<file path="config.mk">
export PLATFORM = sky130hd
export DESIGN_NAME = wb_uart_report_seq
export DESIGN_NICKNAME = d
export VERILOG_FILES = /design/src/rtl/wb_uart_report_seq.sv
export SDC_FILE = /design/constraint.sdc
export NUM_CORES = 1
export LEC_CHECK = 0
export CAP_MARGIN = 15
export CORE_AREA = 2 2 122 124
export DETAILED_ROUTE_END_ITERATION = 8
export DIE_AREA = 0 0 124 126
export GPL_ROUTABILITY_DRIVEN = 1
export PLACE_DENSITY = 0.81
export SYNTH_ARGS = -nofsm -noshare
export SYNTH_HDL_FRONTEND = slang
export SYNTH_SLANG_ARGS = --single-unit
</file>
<file path="constraint.sdc">
create_clock -name clk_i -period 2.3 [get_ports clk_i]
set_clock_uncertainty 0.15 [all_clocks]
set_input_delay 0.23 -clock clk_i [delete_from_list [all_inputs] [get_ports clk_i]]
set_output_delay 0.23 -clock clk_i [all_outputs]
set_load 0.005 [all_outputs]
</file>
<file path="src/rtl/wb_uart_report_seq.sv">
// Wishbone-master report sequencer: converts a latched binary value to BCD by double dabble and
// prints it as ASCII decimal (plus optional CR/LF) through the UART peripheral registers.
module wb_uart_report_seq #(
  parameter int unsigned VALUE_W        = 32,
  parameter int unsigned NUM_DIGITS     = 10,
  parameter int unsigned SUPPRESS_ZEROS = 1,
  parameter int unsigned EOL_MODE       = 2,
  parameter logic [31:0] ADDR_TXDATA    = 32'h7,
  parameter logic [31:0] ADDR_TXCTRL    = 32'h3,
  parameter logic [31:0] ADDR_STATUS    = 32'h5,
  parameter int unsigned TX_DONE_BIT    = 5,
  parameter int unsigned TX_READY_BIT   = 4,
  parameter int unsigned GAP_CYCLES     = 1000,
  parameter int unsigned ACK_TIMEOUT    = 255
) (
  input  logic               clk_i,
  input  logic               rst_i,
  input  logic               start_i,
  input  logic [VALUE_W-1:0] value_i,
  output logic               busy_o,
  output logic               done_o,
  output logic               err_o,
  output logic               ovf_o,
  output logic [31:0]        addr_o,
  output logic [31:0]        dat_o,
  input  logic [31:0]        dat_i,
  output logic               we_o,
  output logic [3:0]         sel_o,
  output logic               cyc_o,
  output logic               stb_o,
  input  logic               ack_i,
  input  logic               err_i
);

  localparam int unsigned BcdW  = 4 * NUM_DIGITS;
  localparam int unsigned DigW  = (NUM_DIGITS > 1) ? $clog2(NUM_DIGITS) : 1;
  localparam int unsigned TmoW  = $clog2(ACK_TIMEOUT + 1);
  localparam int unsigned GapW  = $clog2(GAP_CYCLES + 1);
  localparam int unsigned ConvW = $clog2(VALUE_W + 1);

  typedef enum logic [3:0] {
    StIdle, StConv, StSkip, StWrData, StWrCtrl, StPollDone, StPollRdy, StClr, StGap, StDone
  } state_e;

  state_e             state_q, state_d;
  logic [VALUE_W-1:0] val_q, val_d;
  logic [BcdW-1:0]    bcd_q, bcd_d, bcd_adj;
  logic [ConvW-1:0]   conv_q, conv_d;
  logic [DigW-1:0]    dig_q, dig_d;
  logic               in_eol_q, in_eol_d, eol_q, eol_d;
  logic               stb_q, stb_d;
  logic [TmoW-1:0]    tmo_q, tmo_d;
  logic [GapW-1:0]    gap_q, gap_d;
  logic               err_q, err_d, ovf_q, ovf_d;
  logic               ovf_bit, bus_st, tmo_hit, bus_abort, last_eol;
  logic [3:0]         cur_digit;
  logic [7:0]         cur_char;
  logic               unused_dat;

  assign unused_dat = ^dat_i;

  always_comb begin
    bcd_adj = bcd_q;
    for (int i = 0; i < NUM_DIGITS; i++) begin
      if (bcd_q[4*i +: 4] >= 4'd5) bcd_adj[4*i +: 4] = bcd_q[4*i +: 4] + 4'd3;
    end
  end

  always_comb begin
    cur_digit = 4'h0;
    for (int i = 0; i < NUM_DIGITS; i++) begin
      if (dig_q == DigW'(i)) cur_digit = bcd_q[4*i +: 4];
    end
  end

  assign cur_char  = !in_eol_q ? (8'h30 + {4'h0, cur_digit}) :
                     ((EOL_MODE == 2) && !eol_q) ? 8'h0D : 8'h0A;
  assign last_eol  = (EOL_MODE == 2) ? eol_q : 1'b1;
  assign bus_st    = (state_q == StWrData) || (state_q == StWrCtrl) || (state_q == StPollDone) ||
                     (state_q == StPollRdy) || (state_q == StClr);
  assign tmo_hit   = (tmo_q == TmoW'(ACK_TIMEOUT - 1));
  // An ack on the final allowed cycle still counts; err always wins over ack.
  assign bus_abort = stb_q && (err_i || (tmo_hit && !ack_i));

  always_comb begin
    state_d  = state_q;
    val_d    = val_q;
    bcd_d    = bcd_q;
    conv_d   = conv_q;
    dig_d    = dig_q;
    in_eol_d = in_eol_q;
    eol_d    = eol_q;
    stb_d    = stb_q;
    tmo_d    = tmo_q;
    gap_d    = gap_q;
    err_d    = err_q;
    ovf_d    = ovf_q;
    ovf_bit  = 1'b0;

    if (bus_st) begin
      if (!stb_q) begin
        stb_d = 1'b1;
        tmo_d = '0;
      end else if (bus_abort) begin
        stb_d   = 1'b0;
        err_d   = 1'b1;
        state_d = StDone;
      end else if (ack_i) begin
        stb_d = 1'b0;
        case (state_q)
          StWrData:   state_d = StWrCtrl;
          StWrCtrl:   state_d = StPollDone;
          StPollDone: if (dat_i[TX_DONE_BIT]) state_d = StPollRdy;
          StPollRdy:  if (dat_i[TX_READY_BIT]) state_d = StClr;
          default: begin
            state_d = StGap;
            gap_d   = '0;
          end
        endcase
      end else begin
        tmo_d = tmo_q + 1'b1;
      end
    end

    case (state_q)
      StIdle: begin
        if (start_i) begin
          val_d    = value_i;
          bcd_d    = '0;
          ovf_d    = 1'b0;
          err_d    = 1'b0;
          conv_d   = '0;
          dig_d    = DigW'(NUM_DIGITS - 1);
          in_eol_d = 1'b0;
          eol_d    = 1'b0;
          state_d  = StConv;
        end
      end
      StConv: begin
        {ovf_bit, bcd_d} = {bcd_adj, val_q[VALUE_W-1]};
        if (ovf_bit) ovf_d = 1'b1;
        val_d  = val_q << 1;
        conv_d = conv_q + 1'b1;
        if (conv_q == ConvW'(VALUE_W - 1)) state_d = StSkip;
      end
      StSkip: begin
        if ((SUPPRESS_ZEROS != 0) && (dig_q != '0) && (cur_digit == 4'h0)) begin
          dig_d = dig_q - 1'b1;
        end else begin
          state_d = StWrData;
        end
      end
      StGap: begin
        if (gap_q == GapW'(GAP_CYCLES - 1)) begin
          state_d = StWrData;
          if (!in_eol_q) begin
            if (dig_q != '0) begin
              dig_d = dig_q - 1'b1;
            end else if (EOL_MODE == 0) begin
              state_d = StDone;
            end else begin
              in_eol_d = 1'b1;
              eol_d    = 1'b0;
            end
          end else if (last_eol) begin
            state_d = StDone;
          end else begin
            eol_d = 1'b1;
          end
        end else begin
          gap_d = gap_q + 1'b1;
        end
      end
      StDone:  state_d = StIdle;
      default: ;
    endcase
  end

  always_comb begin
    addr_o = '0;
    dat_o  = '0;
    we_o   = 1'b0;
    sel_o  = '0;
    case (state_q)
      StWrData: begin
        addr_o = ADDR_TXDATA;
        dat_o  = {24'h0, cur_char};
        we_o   = 1'b1;
        sel_o  = 4'b0001;
      end
      StWrCtrl: begin
        addr_o = ADDR_TXCTRL;
        dat_o  = 32'h80;
        we_o   = 1'b1;
        sel_o  = 4'b0001;
      end
      StPollDone, StPollRdy: begin
        addr_o = ADDR_STATUS;
        sel_o  = 4'b1111;
      end
      StClr: begin
        addr_o = ADDR_STATUS;
        we_o   = 1'b1;
        sel_o  = 4'b1111;
      end
      default: ;
    endcase
  end

  assign busy_o = (state_q != StIdle);
  assign done_o = (state_q == StDone);
  assign err_o  = err_q;
  assign ovf_o  = ovf_q;
  assign cyc_o  = stb_q;
  assign stb_o  = stb_q;

  always_ff @(posedge clk_i) begin
    if (rst_i) begin
      state_q  <= StIdle;
      val_q    <= '0;
      bcd_q    <= '0;
      conv_q   <= '0;
      dig_q    <= '0;
      in_eol_q <= 1'b0;
      eol_q    <= 1'b0;
      stb_q    <= 1'b0;
      tmo_q    <= '0;
      gap_q    <= '0;
      err_q    <= 1'b0;
      ovf_q    <= 1'b0;
    end else begin
      state_q  <= state_d;
      val_q    <= val_d;
      bcd_q    <= bcd_d;
      conv_q   <= conv_d;
      dig_q    <= dig_d;
      in_eol_q <= in_eol_d;
      eol_q    <= eol_d;
      stb_q    <= stb_d;
      tmo_q    <= tmo_d;
      gap_q    <= gap_d;
      err_q    <= err_d;
      ovf_q    <= ovf_d;
    end
  end

endmodule

</file>
==> summary.md <==
| Metric | Value |
|---|---|
| Status | finished with violations |
| Failing checks | negative setup slack |
| Gpl congestion | 0.9316 |
| Setup crit end kind | flop |
| Initial antenna violation count | 0 |
| Critical-path maximum fanout | 7 |
| DRC Markers | 0 |
| Skew-Pair Late Insertion Delay | 0.36 ns |
| Total CTS buffers | 9 |
| Slew margin rel. | 55.09% |
| Vias | 6,618 |
| Finish-stage setup viols | 9 |
| Final Hold Fails | 0 |
| Leak | 3.179 nW |
| Clock Sinks | 109 |
| PnR worst setup slack | -0.5079 ns |
| Root Driver | clkbuf_16 |
| Cell Rows | 44 |
| CP arrival | 2.89 ns |
| FMAX | 356.1 MHz |
| Die W | 124 µm |
| Post-synth EDFFs | 0 |
| Worst hold path class | in -> reg |
| Hold_buf cts | 0 |
| Buffers on Ports | a little under 60 |
| Synth area leaders | dfxtp_1 33%, nor2_1 7.9%, buf_4 6.7%, a21oi_1 6.2%, ha_1 5.3% |
| Vias per inst | 5.571 |
| DP Area | approximately 7600 µm² |
| Sequential cell area fraction in the yosys report | 32.93% |
| Inst Count DP | around 1,200 |
| Worst slew pin tran | about 0.67 ns |
| CTS Buffer Depth | 2 |
| CTS tree | done |
| Overflow after GRT | 0 |
| Layout Nets | 1,097 |
| Unrepaired setup endpoints after global routing | yes |
| Antenna Violating Nets Remaining | 0 |
| Initial core utilization | 46.29% |
| # IOs | 144 |
| Cell area power density | 514.1 nW/µm² |
| Global-route wire length before repair | approximately 28,000 µm |
| Hpwl dp | 11,330 µm |
| Ant. Diodes | 0 |
| Yosys warning count | 0 |
| Drt initial violations | 648 |
| Number of distinct library cells after synthesis | 64 |
| Layout cells sized above 1 | 17.43% |
| Die H | 126 µm |
| Max H-tree Level | 3 |
| Minimum clock period | 2.808 ns |
| Data required, critical path | 2.38 ns |
| Post-synth top area share | 32.93% |
| Worst VDD drop | approximately 0.00043 V |
| #FFs+latches synth | 109 |
| Die area | 15,620 µm² |
| Post-synth ARST share | 0% |
| Syn_area_per_cell | 7.379 µm² |
| Average wire per standard cell | 14.89 µm |
| Top FF cell, synth | dfxtp_1 |
| Element type at the critical path start | flop |
| Max Cap Viol | 0 |
| Total track usage | roughly 22% |
| Post-synth top cells | 140 x nor2_1, 109 x dfxtp_1, 82 x a21oi_1 |
| Cell taking the most area after synthesis | dfxtp_1 |
| Vias in the first global route | 6,024 |
| DRT Pass-1 Iters | 6 |
| Crit Path Class | reg -> reg |
| Post-layout instance area | 8305 µm² |
| Largest net degree at the start of global routing | between 60 and 70 |
| Synthesized instance count | 898 |
| Most frequent cell after synthesis | nor2_1 |
| CTS clk-pin slew, worst paths | 0.07 ns |
| Area growth, synth to finish | 25.34% |
| Total Wirelength | around 18,000 µm |
| Slew Limit Fails | 0 |
| Cell Count, Final, Fillers Out | between 1,000 and 1,500 |
| Post-route clock period utilization | 122.1% |
| Core ar. | between 10,000 and 15,000 µm² |
| Synthesized area | 6626 µm² |
## worst paths after layout
kind | startpoint | to | slack, ns | cells past startpoint
setup / recovery | dig_q[1] | dig_q[3] | -0.51 | 14
setup reg to reg | dig_q[1] | dig_q[3] | -0.51 | 14
hold reg to reg | val_q[31] | bcd_q[0] | 0.32 | 2
hold / removal | rst_i | tmo_q[0] | 0.25 | 2
## cells by family (layout without fill, tap and decap cells)
family,count (synthesis),in the layout,share of synthesized area (%)
xor gates and xnor gates,30,30,3.965
DFF,109,109,32.93
muxes,3,3,0.4721
AOI/OAI and AO/OA,191,191,16.94
adders and majority gates,28,28,5.287
other,1,54,0.05659
buffers and inverters,145,198,12.07
and+or+nand+nor,391,391,28.29
## per-layer routing
metal	vias to the layer above	GRT usage, %	part of all wire (%)
li1	3185	-	-
met1	3090	28.65	42
met4	0	6.940	2.6
met5	-	0	0
met3	44	5.254	7.0
met2	299	35.04	48
## timing repair
item,4_1_cts,5_1_grt
gates cloned,0,0
buffers inserted,10,8
resized for setup,41,47
pin swaps,17,19
setup endpoints to repair,16,17
## sequential cells by signal, indices dropped and copies added (netlist names)
signal	cells
in_eol_q	1
gap_q	10
cyc_o	1
ovf_o	1
bcd_q	40
err_o	1
tmo_q	8
eol_q	1
state_q	4
val_q	32
dig_q	4
conv_q	6
## critical path, stage by stage (launching register included)
cell	delay [ns]
dfxtp_4	0.40
inv_4	0.06
ha_4	0.18
buf_6	0.14
buf_8	0.13
a221oi_2	0.20
nor2_1	0.09
a211oi_2	0.16
o21ai_1	0.12
buf_4	0.15
nor4_4	0.29
o21ai_2	0.14
buf_6	0.15
o41ai_4	0.21
a31oi_1	0.12
## through the flow
step / hold WS, ns / TNS (ns) / total power, W / util [%] / setup WS (ns)
after floorplan: 0.2160 / -0.1928 / 0.002447 / - / -0.08439
after global placement: 0.2927 / -2.452 / 0.002604 / 53.09 / -0.3676
after detailed placement: 0.3087 / -3.386 / 0.002614 / 53.09 / -0.4870
after CTS: 0.2404 / -2.926 / 0.004240 / 56.50 / -0.4148
after global routing: 0.2634 / -4.180 / 0.004444 / 58.02 / -0.5761
final: 0.2456 / -3.667 / 0.004270 / 58.02 / -0.5079
## area by class of cell
class / instances / area [µm²]
inverter: 34 / 137.6
timing repair buffer: 149 / 1345
sequential: 109 / 2198
clock buffer: 9 / 225.2
fill: 1235 / 6008
tap: 184 / 230.2
clock inverter: 6 / 71.32
multi-input combinational: 697 / 4098
## report_power, final
| part | switching, W | internal [W] | total (W) |
|---|---|---|---|
| Clock | 0.000746 | 0.000853 | 0.00160 |
| Combinational | 0.000386 | 0.000292 | 0.000678 |
| Sequential | 0.0000442 | 0.00195 | 0.00199 |
| Total | 0.00118 | 0.00309 | 0.00427 |
## placed cells by master, fill, tap and decap left out, types with 3 or more instances in the layout
master	count
buf_6	9
clkbuf_16	9
nor2_2	6
a21oi_1	74
o21ai_0	40
nand4_1	3
conb_1	54
dfxtp_2	4
o21a_1	4
buf_12	5
nand3b_1	4
nor3b_1	4
ha_1	24
clkdlybuf4s50_1	54
and3_1	3
nand2_1	78
o21ai_2	5
xor2_1	15
buf_2	4
o22ai_1	7
a31oi_1	15
ha_4	4
dfxtp_1	102
or3_1	4
nor2b_1	5
xnor2_1	15
buf_4	75
nor2_1	136
nor3_1	31
inv_1	30
dfxtp_4	3
nand3_1	50
nand2b_1	17
nor4_1	29
a22oi_1	4
a21oi_2	8
a211oi_2	5
No activity file was read; power rests on OpenSTA's default activity.
